[src/rtl/pipelined_cpa.sv]
// pipelined_cpa: two-stage carry-propagate adder that resolves a carry-save
// pair (in_c, in_s) into out_sum = in_s + (in_c << 1). The carry chain is cut
// at LO_WIDTH, with one register between the two halves. A valid/ready
// handshake with full back-pressure runs on both sides.
//
// Ports:
//   clk, rst             rising-edge clock, synchronous active-high reset
//   in_valid / in_ready  input handshake (in_ready depends on out_ready)
//   in_c, in_s           carry vector (bit i weight 2^(i+1)), sum vector
//   out_valid/out_ready  output handshake (out_valid is registered)
//   out_sum              registered WIDTH+2 bit result
//   busy                 high while either stage holds a transaction
module pipelined_cpa #(
   parameter int unsigned WIDTH    = 8,
   parameter int unsigned LO_WIDTH = WIDTH / 2
) (
   input  logic             clk,
   input  logic             rst,
   input  logic             in_valid,
   output logic             in_ready,
   input  logic [WIDTH-1:0] in_c,
   input  logic [WIDTH-1:0] in_s,
   output logic             out_valid,
   input  logic             out_ready,
   output logic [WIDTH+1:0] out_sum,
   output logic             busy
);

   localparam int unsigned HI_X_W = WIDTH - LO_WIDTH;
   localparam int unsigned HI_Y_W = WIDTH + 1 - LO_WIDTH;
   localparam int unsigned HI_S_W = WIDTH + 2 - LO_WIDTH;

   // stage 1 state
   logic                v1_q;
   logic [LO_WIDTH-1:0] lo_q;
   logic                c1_q;
   logic [HI_X_W-1:0]   x_hi_q;
   logic [HI_Y_W-1:0]   y_hi_q;

   // stage 2 state
   logic                v2_q;
   logic [WIDTH+1:0]    sum_q;

   logic                adv2_c;
   logic                load1_c;
   logic [WIDTH:0]      y_c;
   logic [LO_WIDTH:0]   lo_c;
   logic [HI_S_W-1:0]   hi_c;

   // Carry vector aligned to its weight: Y = {in_c, 0}
   assign y_c = {in_c, 1'b0};

   // Low half resolved in stage 1, with its carry-out kept as the extra MSB
   assign lo_c = {1'b0, in_s[LO_WIDTH-1:0]} + {1'b0, y_c[LO_WIDTH-1:0]};

   // High half resolved in stage 2, absorbing the registered stage-1 carry
   assign hi_c = HI_S_W'(x_hi_q) + HI_S_W'(y_hi_q) + HI_S_W'(c1_q);

   // Stage 2 drains or is empty -> stage 1 may move forward
   assign adv2_c   = v1_q & (~v2_q | out_ready);
   assign in_ready = ~v1_q | adv2_c;
   assign load1_c  = in_valid & in_ready;

   // Pipeline registers
   always_ff @(posedge clk) begin
      if (rst) begin
         v1_q   <= 1'b0;
         lo_q   <= '0;
         c1_q   <= 1'b0;
         x_hi_q <= '0;
         y_hi_q <= '0;
         v2_q   <= 1'b0;
         sum_q  <= '0;
      end else begin
         if (load1_c) begin
            v1_q   <= 1'b1;
            lo_q   <= lo_c[LO_WIDTH-1:0];
            c1_q   <= lo_c[LO_WIDTH];
            x_hi_q <= in_s[WIDTH-1:LO_WIDTH];
            y_hi_q <= y_c[WIDTH:LO_WIDTH];
         end else if (adv2_c) begin
            v1_q <= 1'b0;
         end

         if (adv2_c) begin
            v2_q  <= 1'b1;
            sum_q <= {hi_c, lo_q};
         end else if (out_ready) begin
            v2_q <= 1'b0;
         end
      end
   end

   assign out_valid = v2_q;
   assign out_sum   = sum_q;
   assign busy      = v1_q | v2_q;

endmodule
[config.mk]
export PLATFORM = sky130hd
export DESIGN_NAME = pipelined_cpa
export DESIGN_NICKNAME = d
export VERILOG_FILES = /design/src/rtl/pipelined_cpa.sv
export SDC_FILE = /design/constraint.sdc
export NUM_CORES = 1
export LEC_CHECK = 0
export CELL_PAD_IN_SITES_DETAIL_PLACEMENT = 1
export CELL_PAD_IN_SITES_GLOBAL_PLACEMENT = 1
export CORE_AREA = 2 2 71 53
export CTS_BUF_LIST = sky130_fd_sc_hd__clkbuf_8
export CTS_CLUSTER_DIAMETER = 150
export DETAILED_ROUTE_END_ITERATION = 6
export DIE_AREA = 0 0 73 55
export PLACE_DENSITY = 0.8
export SLEW_MARGIN = 20
export SYNTH_ARGS = -nofsm -noshare
export SYNTH_HDL_FRONTEND = slang
export SYNTH_SLANG_ARGS = --single-unit
[constraint.sdc]
create_clock -name clk -period 3.7 [get_ports clk]
set_clock_uncertainty 0.15 [all_clocks]
set_input_delay 0.925 -clock clk [delete_from_list [all_inputs] [get_ports clk]]
set_output_delay 0.925 -clock clk [all_outputs]
set_load 0.005 [all_outputs]
-- Word-level counts from Yosys, hierarchy flattened
Cells that the tools add are included.
- word-level logic and storage cells: 23
- input port bits: 20
- bits in registers: 26
- output and inout port bits: 13
- add/sub/neg operators: 3
- reduce and logical (&&, ||, !) cells: 2
- mux-type cells: 4
- bitwise operators: 7
- operators with widths (cell ; number):
    adder 4 x 5 -> 6 bit ; 1
    adder 6 x 1 -> 6 bit ; 1
    adder 4 x 4 -> 5 bit ; 1
    2-to-1 mux 1 bit ; 4
    nonzero test 2 bit ; 2
    bitwise OR 1 bit ; 3
    bitwise AND 1 bit ; 2
    inverter 1 bit ; 2

-- Longest topological paths before layout
- word-level depth: 6
- depth in mapped cells: 7
- mapped depth without buffers: 7

-- Least setup slack after synthesis
No wires, ideal clock.
- kind: in2out
- start: input port out_ready
- end: output port in_ready
- path buffers: 0
- path slack: 1.521 ns
- arrival time: 1.104 ns
- data required time: 2.625 ns
- stages: 1
- path through: nand3b_1
- cells in the longest elaborated chain, start to end: 3
- ends and longest elaborated chain (what ; RTL line ; text):
    from (decl) ; 24 ; input logic out_ready,
    bitwise OR 1 bit ; 60 ; assign adv2_c = v1_q & (~v2_q | out_ready);
    bitwise AND 1 bit ; 60 ;
    bitwise OR 1 bit ; 61 ; assign in_ready = ~v1_q | adv2_c;
    to (decl) ; 20 ; output logic in_ready,
No other way between the ends.

-- Worst setup path in the final report
Ends and elaborated chain as after synthesis.

==> reports/metrics.yaml <==
clock_tree:
  postCtsSetupRepairBufs: 0
  ctsResizeCount: 0
  clock_path_buffers: 2
  clock_latency_ns: 0.27
  cts.sinks: 26
  cts-root-buf: "clkbuf_8"
  htreeDepth: 1
  cts_tree: "yes"
  hold_buffers: 0
  cts_made_buffers: 3
  cts.clk_slew.worst_paths_ns: 0.09
worst_setup_path:
  r2r_cells: 7
  timing.rr.end: "out_sum[8]"
  path_class: "input pin to primary output"
  critical_path.max_fanout: 3
  cp_common_cell: "clkdlybuf4s50_1"
  cp-start-kind: "input pin"
  endpoint_kind: "primary output"
  r2r_slack_ns: 1.82
  crit_chain: "clkdlybuf4s50_1, nand3b_1, clkdlybuf4s50_1"
  max_stage_delay_ns: 0.52
  reg2reg_from: "c1_q"
  crit_arrival_ns: 2.06
  crit_required_ns: 2.62
  slowest_stage: "clkdlybuf4s50_1"
sta:
  fin_crit_ns: 3.13
  rsz0062_at_grt: "false"
  holdWs_ns: 0.318
  setup_slack_ns: 0.567
  worst_pin_slew_ns: 0.642
  slew_violations: 0
  max_slew_margin_pct: 57.2
  final-hold-violation-count: 0
  fin_tns_setup_ns: 0
  finalCritPeriodShare_pct: 84.7
  setup_viol: 0
  fmax_mhz: 319
flow_run:
  maxCapViolCount: 0
drt:
  drt-total-wl_um: 2920
  vias_per_cell: 5.05
  drt_iter0_markers: 42
  drc: 0
  vias: 1075
  drt_pass1_iterations: 3
  antenna_left: 0
  wl_per_cell_um: 13.7
floorplanning:
  initial_core_util_pct: 35.8
  fp.coreArea_um2: 3360
  dieArea_um2: 4020
  die_y_um: 55
  io_pins: 33
  die_w_um: 73
  fp-row-count: 18
hold_path:
  hold_path.class: "flip-flop to flip-flop"
  min_to: "lo_q[0]"
  min_from: "lo_q[0]"
  min_path_cells: 2
global_route:
  grt_max_degree: 19
  grt_pass1_vias: 1162
  overflow: 0
  grt_usage_pct: 16.9
  antenna_found_initial: 0
  grt_pass1_wl_um: 5150
logic_synthesis:
  synth_enable_flop_cells: 0
  syn_avg_cell_area_um2: 8.40
  syn_area_um2: 1200
  ys_ff_latch: 26
  synth.top_cells.by_area: "dfxtp_1 43%, nand2_1 12%, a21oi_1 9.2%"
  ys.flop_type: "dfxtp_1"
  ys_warn_count: 0
  yosysTopAreaCellShare_pct: 43.3
  synth_top_area_cell: "dfxtp_1"
  syn_inst: 143
  synth_nets: 172
  synth_cell_types: 29
  ys_seq_area_share_pct: 43.3
  async_flop_share_pct: 0
finish:
  final_common_cell: "nand2_1"
  n_antenna_cell: 0
  layout_common_cells: "37 x nand2_1, 32 x clkdlybuf4s50_1, 26 x dfxtp_1"
  syn_to_final_growth_pct: 32.7
  final_util_pct: 47.5
  final_design_area_no_fill_um2: 1590
  fill_cells: 402
  final_cells: 213
  drive_above_1_share_pct: 5.78
  finalNetCount: 203
placement:
  place_congestion: 0.737
  dp_slack_ns: 0.565
  dp_hpwl_um: 2260
  postPlaceCellArea_um2: 1540
  io_buffers: 32
  dp.cells: 209
run_status:
  status: "finished clean"
power_and_ir_drop:
  power_uw: 588
  p_leak_nw: 0.618
  vdd_drop_max_mv: 0.222
  power_density_nw_per_um2: 369
synth_stat cells (2+ instances only):
| master | instances |
|---|---|
| a211oi_1 | 3 |
| a21oi_1 | 22 |
| buf_2 | 2 |
| clkbuf_1 | 3 |
| dfxtp_1 | 26 |
| fa_1 | 3 |
| ha_1 | 6 |
| inv_1 | 7 |
| nand2_1 | 37 |
| nand2b_1 | 4 |
| nand3_1 | 3 |
| nand3b_1 | 2 |
| nor2_1 | 9 |
state kept, by name (all words and copies together) (netlist names):
signal	flops
out_sum	10
y_hi_q	5
lo_q	4
x_hi_q	4
c1_q	1
out_valid	1
v1_q	1
critical path, delay by kind of cell:
| kind | cells | cell delay [ns] |
|---|---|---|
| simple gates | 1 | 0.15 |
| buf+inv | 2 | 0.99 |
final cells by class:
class                   instances  area (um2)  area share [%]
clock buffers                   4        55.1            3.45
inverters                       7        26.3            1.65
multi-input cells             103         614            38.5
flip-flops and latches         26         520            32.7
well taps                      40        50.0            3.14
repair buffers                 33         328            20.6
how the worst max path moves through the flow:
| stage | from | to | slack (ns) | cells past startpoint |
|---|---|---|---|---|
| after floorplan | out_ready | in_ready | 1.52 | 1 |
| after global placement | out_ready | in_ready | 0.59 | 3 |
| after detailed placement | out_ready | in_ready | 0.57 | 3 |
| after CTS | out_ready | in_ready | 0.56 | 3 |
| after global routing | out_ready | in_ready | 0.51 | 3 |
| final | out_ready | in_ready | 0.57 | 3 |
routing by layer:
layer	up-vias	global-route usage, %	wire length, um
met5	-	0	0
met4	0	4.63	40
met3	6	3.62	120
met2	24	34.2	1540
met1	512	17.9	1220
li1	533	-	-
logic make-up after synthesis:
kind of cell	synth area share, %
mux	0.833
buf+inv	5.52
simple gates	24.4
xor+xnor	0.729
flops	43.3
compound gates	14.0
fa+ha+maj	11.3
where the power goes:
part | switching [mW] | total [mW] | leakage (nW) | internal [mW]
clock network | 0.0913 | 0.187 | 0.0288 | 0.0952
logic | 0.0448 | 0.0963 | 0.376 | 0.0515
registers | 0.0102 | 0.305 | 0.213 | 0.295
No activity file was read; power rests on OpenSTA's default activity.
